`src/rtl/conv_job_scheduler_pkg.sv`:
```
// Shared types and field widths for the convolution job scheduler.
// Descriptors are packed as {img_base, ker_base, img_width, kernel_size, num_ch}.
package conv_job_scheduler_pkg;

    typedef enum logic [2:0] {
        SCHED_IDLE      = 3'd0,
        SCHED_LOAD      = 3'd1,
        SCHED_LAUNCH    = 3'd2,
        SCHED_WAIT_DONE = 3'd3,
        SCHED_ADVANCE   = 3'd4,
        SCHED_DRAIN     = 3'd5
    } sched_state_t;

    localparam int IMG_W_BITS = 5;
    localparam int KSIZE_BITS = 3;
    localparam int KSTEP_BITS = 6;

    function automatic int desc_width(input int addr_w, input int ch_w);
        return 2 * addr_w + IMG_W_BITS + KSIZE_BITS + ch_w;
    endfunction

endpackage

```
`src/rtl/conv_job_scheduler_fifo.sv`:
```
// Synchronous descriptor FIFO with same-cycle push/pop and a flush that
// empties it in one cycle (a push coinciding with a flush is dropped).
module job_fifo #(
    parameter int WIDTH = 8,
    parameter int DEPTH = 4
) (
    input  logic                     clk,
    input  logic                     rstn,
    input  logic                     push,
    input  logic                     pop,
    input  logic                     flush,
    input  logic [WIDTH-1:0]         din,
    output logic [WIDTH-1:0]         dout,
    output logic                     full,
    output logic                     empty,
    output logic [$clog2(DEPTH):0]   count
);

    localparam int PTR_W = $clog2(DEPTH);
    localparam int CNT_W = PTR_W + 1;

    logic [WIDTH-1:0] r_mem [DEPTH];
    logic [PTR_W-1:0] r_wr_ptr;
    logic [PTR_W-1:0] r_rd_ptr;
    logic [CNT_W-1:0] r_count;
    logic             w_push;
    logic             w_pop;

    assign w_push = push && !full && !flush;
    assign w_pop  = pop && !empty && !flush;

    assign full  = (r_count == CNT_W'(DEPTH));
    assign empty = (r_count == '0);
    assign count = r_count;
    assign dout  = r_mem[r_rd_ptr];

    always_ff @(posedge clk or negedge rstn) begin
        if (!rstn) begin
            for (int i = 0; i < DEPTH; i++) begin
                r_mem[i] <= '0;
            end
        end else if (w_push) begin
            r_mem[r_wr_ptr] <= din;
        end
    end

    always_ff @(posedge clk or negedge rstn) begin
        if (!rstn) begin
            r_wr_ptr <= '0;
            r_rd_ptr <= '0;
            r_count  <= '0;
        end else if (flush) begin
            r_wr_ptr <= '0;
            r_rd_ptr <= '0;
            r_count  <= '0;
        end else begin
            if (w_push) begin
                r_wr_ptr <= r_wr_ptr + PTR_W'(1);
            end
            if (w_pop) begin
                r_rd_ptr <= r_rd_ptr + PTR_W'(1);
            end
            case ({w_push, w_pop})
                2'b10:   r_count <= r_count + CNT_W'(1);
                2'b01:   r_count <= r_count - CNT_W'(1);
                default: r_count <= r_count;
            endcase
        end
    end

endmodule

```
`src/rtl/conv_job_scheduler.sv`:
```
// Queues convolution job descriptors and launches one pixel_feeder frame per
// output channel, stepping the kernel address by kernel_size^2 each channel.
module conv_job_scheduler
    import conv_job_scheduler_pkg::*;
#(
    parameter int ADDR_WIDTH  = 12,
    parameter int QUEUE_DEPTH = 4,
    parameter int CH_WIDTH    = 4
) (
    input  logic                          clk,
    input  logic                          rstn,
    input  logic                          job_valid,
    output logic                          job_ready,
    input  logic [ADDR_WIDTH-1:0]         job_img_base,
    input  logic [ADDR_WIDTH-1:0]         job_ker_base,
    input  logic [IMG_W_BITS-1:0]         job_img_width,
    input  logic [KSIZE_BITS-1:0]         job_kernel_size,
    input  logic [CH_WIDTH-1:0]           job_num_ch,
    output logic                          fd_start,
    output logic                          fd_enable,
    output logic [ADDR_WIDTH-1:0]         fd_img_base_addr,
    output logic [ADDR_WIDTH-1:0]         fd_ker_base_addr,
    output logic [IMG_W_BITS-1:0]         fd_img_width,
    output logic [KSIZE_BITS-1:0]         fd_kernel_size,
    input  logic                          fd_busy,
    input  logic                          fd_frame_done,
    input  logic                          abort,
    output logic                          busy,
    output logic [CH_WIDTH-1:0]           ch_idx,
    output logic                          ch_done,
    output logic                          job_done,
    output logic                          job_err,
    output logic [$clog2(QUEUE_DEPTH):0]  q_count
);

    localparam int DESC_W = desc_width(ADDR_WIDTH, CH_WIDTH);

    sched_state_t r_state;
    sched_state_t w_next_state;

    logic [DESC_W-1:0]     w_fifo_din;
    logic [DESC_W-1:0]     w_fifo_dout;
    logic                  w_fifo_full;
    logic                  w_fifo_empty;
    logic                  w_push;
    logic                  w_pop;
    logic                  w_flush;

    logic [ADDR_WIDTH-1:0] w_q_img_base;
    logic [ADDR_WIDTH-1:0] w_q_ker_base;
    logic [IMG_W_BITS-1:0] w_q_img_width;
    logic [KSIZE_BITS-1:0] w_q_ksize;
    logic [CH_WIDTH-1:0]   w_q_num_ch;

    logic [ADDR_WIDTH-1:0] r_img_base;
    logic [ADDR_WIDTH-1:0] r_ker_base;
    logic [ADDR_WIDTH-1:0] r_cur_ker;
    logic [IMG_W_BITS-1:0] r_img_width;
    logic [KSIZE_BITS-1:0] r_ksize;
    logic [CH_WIDTH-1:0]   r_num_ch;
    logic [CH_WIDTH-1:0]   r_ch_idx;
    logic                  r_abort_pend;
    logic                  r_ch_done;
    logic                  r_job_done;
    logic                  r_job_err;

    logic                  w_abort_any;
    logic                  w_desc_bad;
    logic [KSTEP_BITS-1:0] w_ker_step;
    logic                  w_start;
    logic                  w_load_ok;
    logic                  w_err;
    logic                  w_ch_fin;
    logic                  w_job_fin;
    logic                  w_advance;

    assign w_fifo_din = {job_img_base, job_ker_base, job_img_width, job_kernel_size, job_num_ch};
    assign {w_q_img_base, w_q_ker_base, w_q_img_width, w_q_ksize, w_q_num_ch} = w_fifo_dout;
    assign w_push     = job_valid && !w_fifo_full;
    assign job_ready  = !w_fifo_full;

    job_fifo #(
        .WIDTH (DESC_W),
        .DEPTH (QUEUE_DEPTH)
    ) u_job_fifo (
        .clk   (clk),
        .rstn  (rstn),
        .push  (w_push),
        .pop   (w_pop),
        .flush (w_flush),
        .din   (w_fifo_din),
        .dout  (w_fifo_dout),
        .full  (w_fifo_full),
        .empty (w_fifo_empty),
        .count (q_count)
    );

    // An abort arriving this cycle counts as pending so no launch slips through.
    assign w_abort_any = r_abort_pend || abort;
    assign w_desc_bad  = (r_ksize == '0) || ({2'b00, r_ksize} > r_img_width) || (r_num_ch == '0);
    assign w_ker_step  = {3'b000, r_ksize} * {3'b000, r_ksize};

    always_ff @(posedge clk or negedge rstn) begin
        if (!rstn) begin
            r_state <= SCHED_IDLE;
        end else begin
            r_state <= w_next_state;
        end
    end

    always_comb begin
        w_next_state = r_state;
        w_pop        = 1'b0;
        w_flush      = 1'b0;
        w_start      = 1'b0;
        w_load_ok    = 1'b0;
        w_err        = 1'b0;
        w_ch_fin     = 1'b0;
        w_job_fin    = 1'b0;
        w_advance    = 1'b0;
        case (r_state)
            SCHED_IDLE: begin
                if (abort) begin
                    w_flush = 1'b1;
                end else if (!w_fifo_empty) begin
                    w_pop        = 1'b1;
                    w_next_state = SCHED_LOAD;
                end
            end
            SCHED_LOAD: begin
                if (w_desc_bad) begin
                    w_err        = 1'b1;
                    w_next_state = w_abort_any ? SCHED_DRAIN : SCHED_IDLE;
                end else begin
                    w_load_ok    = 1'b1;
                    w_next_state = SCHED_LAUNCH;
                end
            end
            SCHED_LAUNCH: begin
                if (w_abort_any) begin
                    w_next_state = SCHED_DRAIN;
                end else if (!fd_busy) begin
                    w_start      = 1'b1;
                    w_next_state = SCHED_WAIT_DONE;
                end
            end
            SCHED_WAIT_DONE: begin
                if (fd_frame_done) begin
                    w_ch_fin     = 1'b1;
                    w_next_state = SCHED_ADVANCE;
                end
            end
            SCHED_ADVANCE: begin
                if (w_abort_any) begin
                    w_next_state = SCHED_DRAIN;
                end else if (r_ch_idx == r_num_ch - CH_WIDTH'(1)) begin
                    w_job_fin    = 1'b1;
                    w_next_state = SCHED_IDLE;
                end else begin
                    w_advance    = 1'b1;
                    w_next_state = SCHED_LAUNCH;
                end
            end
            SCHED_DRAIN: begin
                w_flush      = 1'b1;
                w_next_state = SCHED_IDLE;
            end
            default: begin
                w_next_state = SCHED_IDLE;
            end
        endcase
    end

    always_ff @(posedge clk or negedge rstn) begin
        if (!rstn) begin
            r_img_base  <= '0;
            r_ker_base  <= '0;
            r_cur_ker   <= '0;
            r_img_width <= '0;
            r_ksize     <= '0;
            r_num_ch    <= '0;
            r_ch_idx    <= '0;
        end else begin
            if (w_pop) begin
                r_img_base  <= w_q_img_base;
                r_ker_base  <= w_q_ker_base;
                r_img_width <= w_q_img_width;
                r_ksize     <= w_q_ksize;
                r_num_ch    <= w_q_num_ch;
            end
            if (w_load_ok) begin
                r_ch_idx  <= '0;
                r_cur_ker <= r_ker_base;
            end
            // Kernel address wraps naturally at 2^ADDR_WIDTH.
            if (w_advance) begin
                r_ch_idx  <= r_ch_idx + CH_WIDTH'(1);
                r_cur_ker <= r_cur_ker + {{(ADDR_WIDTH-KSTEP_BITS){1'b0}}, w_ker_step};
            end
        end
    end

    always_ff @(posedge clk or negedge rstn) begin
        if (!rstn) begin
            r_abort_pend <= 1'b0;
        end else if (r_state == SCHED_DRAIN) begin
            r_abort_pend <= 1'b0;
        end else if (abort && (r_state != SCHED_IDLE)) begin
            r_abort_pend <= 1'b1;
        end
    end

    always_ff @(posedge clk or negedge rstn) begin
        if (!rstn) begin
            r_ch_done  <= 1'b0;
            r_job_done <= 1'b0;
            r_job_err  <= 1'b0;
        end else begin
            r_ch_done  <= w_ch_fin;
            r_job_done <= w_job_fin;
            r_job_err  <= w_err;
        end
    end

    assign fd_start         = w_start;
    assign fd_enable        = (r_state == SCHED_LOAD) || (r_state == SCHED_LAUNCH) ||
                              (r_state == SCHED_WAIT_DONE) || (r_state == SCHED_ADVANCE);
    assign fd_img_base_addr = r_img_base;
    assign fd_ker_base_addr = r_cur_ker;
    assign fd_img_width     = r_img_width;
    assign fd_kernel_size   = r_ksize;
    assign busy             = (r_state != SCHED_IDLE);
    assign ch_idx           = r_ch_idx;
    assign ch_done          = r_ch_done;
    assign job_done         = r_job_done;
    assign job_err          = r_job_err;

endmodule

```
`config.mk`:
```
export PLATFORM = sky130hd
export DESIGN_NAME = conv_job_scheduler
export DESIGN_NICKNAME = d
export VERILOG_FILES = /design/src/rtl/conv_job_scheduler_pkg.sv /design/src/rtl/conv_job_scheduler_fifo.sv /design/src/rtl/conv_job_scheduler.sv
export SDC_FILE = /design/constraint.sdc
export NUM_CORES = 1
export LEC_CHECK = 0
export BUFFER_PORTS_ARGS = -buffer_cell sky130_fd_sc_hd__buf_2
export CAP_MARGIN = 20
export CORE_ASPECT_RATIO = 1.75
export CORE_MARGIN = 2
export CORE_UTILIZATION = 25
export DETAILED_ROUTE_END_ITERATION = 7
export GPL_TIMING_DRIVEN = 0
export PLACE_DENSITY = 0.51
export SYNTH_ARGS = -nofsm -noshare
export SYNTH_HDL_FRONTEND = slang
export SYNTH_SLANG_ARGS = --single-unit
```
`constraint.sdc`:
```
create_clock -name clk -period 7 [get_ports clk]
set_clock_uncertainty 0.2 [all_clocks]
set_input_delay 0.7 -clock clk [delete_from_list [all_inputs] [get_ports clk]]
set_output_delay 0.7 -clock clk [all_outputs]
set_load 0.005 [all_outputs]
```
==> metrics.md <==
| Metric | Value |
|---|---|
| Count of flip-flops with a built-in enable after synthesis | 0 |
| Crit path max fanout | 10 |
| Sw Share | 31.8% |
| Post-synth ARST share | 100% |
| Status | completed |
| Cell Area, Synth | 0.0103 mm^2 |
| Core ar. | 0.0407 mm^2 |
| Total number of yosys warnings | 0 |
| Antenna violations before repair | 7 |
| Setup Total Neg Slack | 0 ns |
| Final setup fails | 0 |
| Rows | 98 |
| Power Internal | 3.99 mW |
| Total number of vias | 5746 |
| Ys flop type | dfrtp_1 |
| Initial DRC Count | 203 |
| Number of H-tree levels | 1 |
| Sequential area share after synthesis | 51.2% |
| DPL Wire Length | 17400 um |
| Crit path to | u_job_fifo.count[2] |
| Area leader, netlist | dfrtp_1 |
| Max-cap violations | 0 |
| Critical path required time | 7.24 ns |
| Worst-margin pin slew | 0.925 ns |
| Remaining antenna violation count | 0 |
| Largest net degree at the start of global routing | 119 |
| Vias in the first global route | 6567 |
| CTS tree | built |
| Max_slew headroom | 38.3% |
| Hold-fix buffers, CTS | 0 |
| Final core occ | 29.9% |
| Top cells by area, synth | dfrtp_1 (51%), mux2_4 (18%), mux4_2 (7.9%) |
| Worst Setup SP | r_state[1] |
| Most common cell after layout, fill and taps aside | dfrtp_1 |
| Critical Path AT | 3.33 ns |
| Total CTS buffers | 21 |
| Clock sink total | 210 |
| Worst skew pair latency | 0.51 ns |
| Yosys reg bits | 210 |
| Reg2reg end | u_job_fifo.count[2] |
| Die W | 157 um |
| Worst min-delay path category | input port to async pin |
| Clock root cell | clkbuf_16 |
| Share of layout cells above drive strength 1 | 46.9% |
| Most frequent cells in the layout | dfrtp_1 (210), mux2_4 (120), buf_2 (90), mux2_2 (56), mux4_2 (36) |
| Vias per inst | 4.32 |
| Clock network power share | 21.3% |
| Sw power | 1.86 mW |
| Maximum buffer depth of the clock tree | 3 |
| Final net count | 828 |
| Post-CTS setup buffers | 0 |
| R2R cell count | 9 |
| Combinational power share | 41.2% |
| DR pass1 iterations | 4 |
| Library cells used by synthesis | 50 |
| CP Capture Type | register |
| Cells after DPL | 1292 |
| Cts repair resizes | 0 |
| Cell Pwr Density | 480 mW/mm^2 |
| Setup slack, reg-to-reg | 3.91 ns |
| Achievable clock frequency | 0.324 GHz |
| Setup ws final | 3.91 ns |
| Post-synth top area share | 51.2% |
| Fill count | 4168 |
| Hold Fails Final Rpt | 0 |
| Global Route Usage Sum | 11.8% |
| Total gr overflow | 0 |
| Die H | 272 um |
| Flop pwr share | 37.5% |
| DRT Wirelength | 24400 um |
| Hold slack | 0.00625 ns |
| CP Launch Type | register |
| Setup slack at placement | 3.84 ns |
| Area of the die | 0.0428 mm^2 |
| Fin crit period | 3.09 ns |
| Layout area overhead | 18.6% |
| Cells after synthesis | 654 |
| Post-synth net total | 717 |
| First-pass GRT wire length | 39100 um |
| Gpl congestion | 0.744 |
| # IOs | 88 |
| Drt drc | 0 |
| Drt wl/cell | 18.4 um |
| RSZ-0062 raised after global routing | no |
| IO buf count | 87 |
| Max-slew violations | 0 |
| Peak supply drop | 150 uV |
| Initial Util | 25.2% |
| Reg clk slew, reported paths | 0.07 ns |
| Avg Inst Size Synth | 15.7 um^2 |
| Reg2reg start | r_state[1] |
| Critical path class | register to register |
| Fin cells | 1331 |
| Leakage | 5.64 nW |
| Period utilization | 44.2% |
[layout make-up]
cell class	count	area, um^2	share of cell area [%]
antenna	1	2.50	0.0205
sequential	210	5260	43.2
clock buffer	26	544	4.47
clock inverter	12	199	1.63
inverter	15	56.3	0.462
tap	550	688	5.65
buffer	30	354	2.91
timing repair buffer	88	473	3.88
multi-input combinational	399	4610	37.8
[metal layers]
| layer | share of wire [%] | routed length, um | vias up | GRT usage, % |
|---|---|---|---|---|
| met2 | 53 | 13100 | 92 | 21.5 |
| li1 | - | - | 2613 | - |
| met4 | 3.0 | 721 | 10 | 4.52 |
| met5 | 0.24 | 58 | - | 0 |
| met1 | 39 | 9610 | 2983 | 13.4 |
| met3 | 4.0 | 972 | 48 | 2.08 |
[cell families after synthesis]
| group | after synthesis | synth area share, % |
|---|---|---|
| AO/OA/AOI/OAI | 61 | 3.90 |
| XOR/XNOR | 14 | 1.19 |
| adder cells (fa/ha/maj) | 21 | 2.63 |
| buffers and inverters | 45 | 4.00 |
| flip-flops | 210 | 51.2 |
| multiplexers | 215 | 31.9 |
| AND/OR/NAND/NOR | 88 | 5.25 |
[metrics by stage]
stage | instance area, um^2 | total power, mW
final | 12200 | 5.85
after global routing | 12200 | 6.24
after CTS | 12200 | 5.96
after detailed placement | 11400 | 4.67
after global placement | 11400 | 4.62
after floorplan | 10300 | 3.98
[state kept, by name, summed over array words and instances, names as in the netlist]
signal and cells:
fd_kernel_size 3, fd_img_width 5, u_job_fifo.r_mem 144, ch_idx 4
u_job_fifo.count 3, fd_ker_base_addr 12, u_job_fifo.r_wr_ptr 2, fd_img_base_addr 12
ch_done 1, r_state 3, r_num_ch 4, r_ker_base 12
job_err 1, u_job_fifo.r_rd_ptr 2, job_done 1, r_abort_pend 1
[critical path, stage by stage (launching register included)]
cell	delay, ns
dfrtp_1	0.49
or3_1	0.38
clkbuf_1	0.16
nor3_4	0.51
buf_2	0.33
ha_1	0.23
fa_1	0.19
xnor2_1	0.08
or3_1	0.31
a21oi_1	0.14
[worst min path at each step]
stage                     slack (ns)                 start                    to  depth (start not counted)
after floorplan                 0.20                  rstn               ch_done                          0
after global placement          0.28  u_job_fifo.r_mem[40]  u_job_fifo.r_mem[40]                          1
after detailed placement        0.29  u_job_fifo.r_mem[36]  u_job_fifo.r_mem[36]                          1
after CTS                       0.04                  rstn  u_job_fifo.r_mem[20]                          1
after global routing            0.06                  rstn  u_job_fifo.r_mem[91]                          1
final                          0.006                  rstn  u_job_fifo.r_mem[18]                          1
[cells in the mapped netlist, drive strengths merged (3+ instances only)]
master,instances
or3,4
o21ai,19
dfrtp,210
mux4,36
nand2,17
a21oi,14
xor2,5
mux2,176
a21o,3
mux2i,3
a221oi,3
and3,3
nor2,19
clkbuf,6
xnor2,9
ha,20
a221o,4
and4,3
and2,6
nor2b,4
buf,24
nor3,16
a211oi,5
nand3,7
a31oi,5
inv,15
[power groups by stage]
stage	Combinational, mW	Sequential [mW]	Clock (mW)
after floorplan	1.89	2.09	0
after global placement	2.42	2.20	0
after detailed placement	2.46	2.21	0
after CTS	2.47	2.20	1.29
after global routing	2.63	2.28	1.33
final	2.41	2.19	1.24
(Power assumes the default switching activity.)
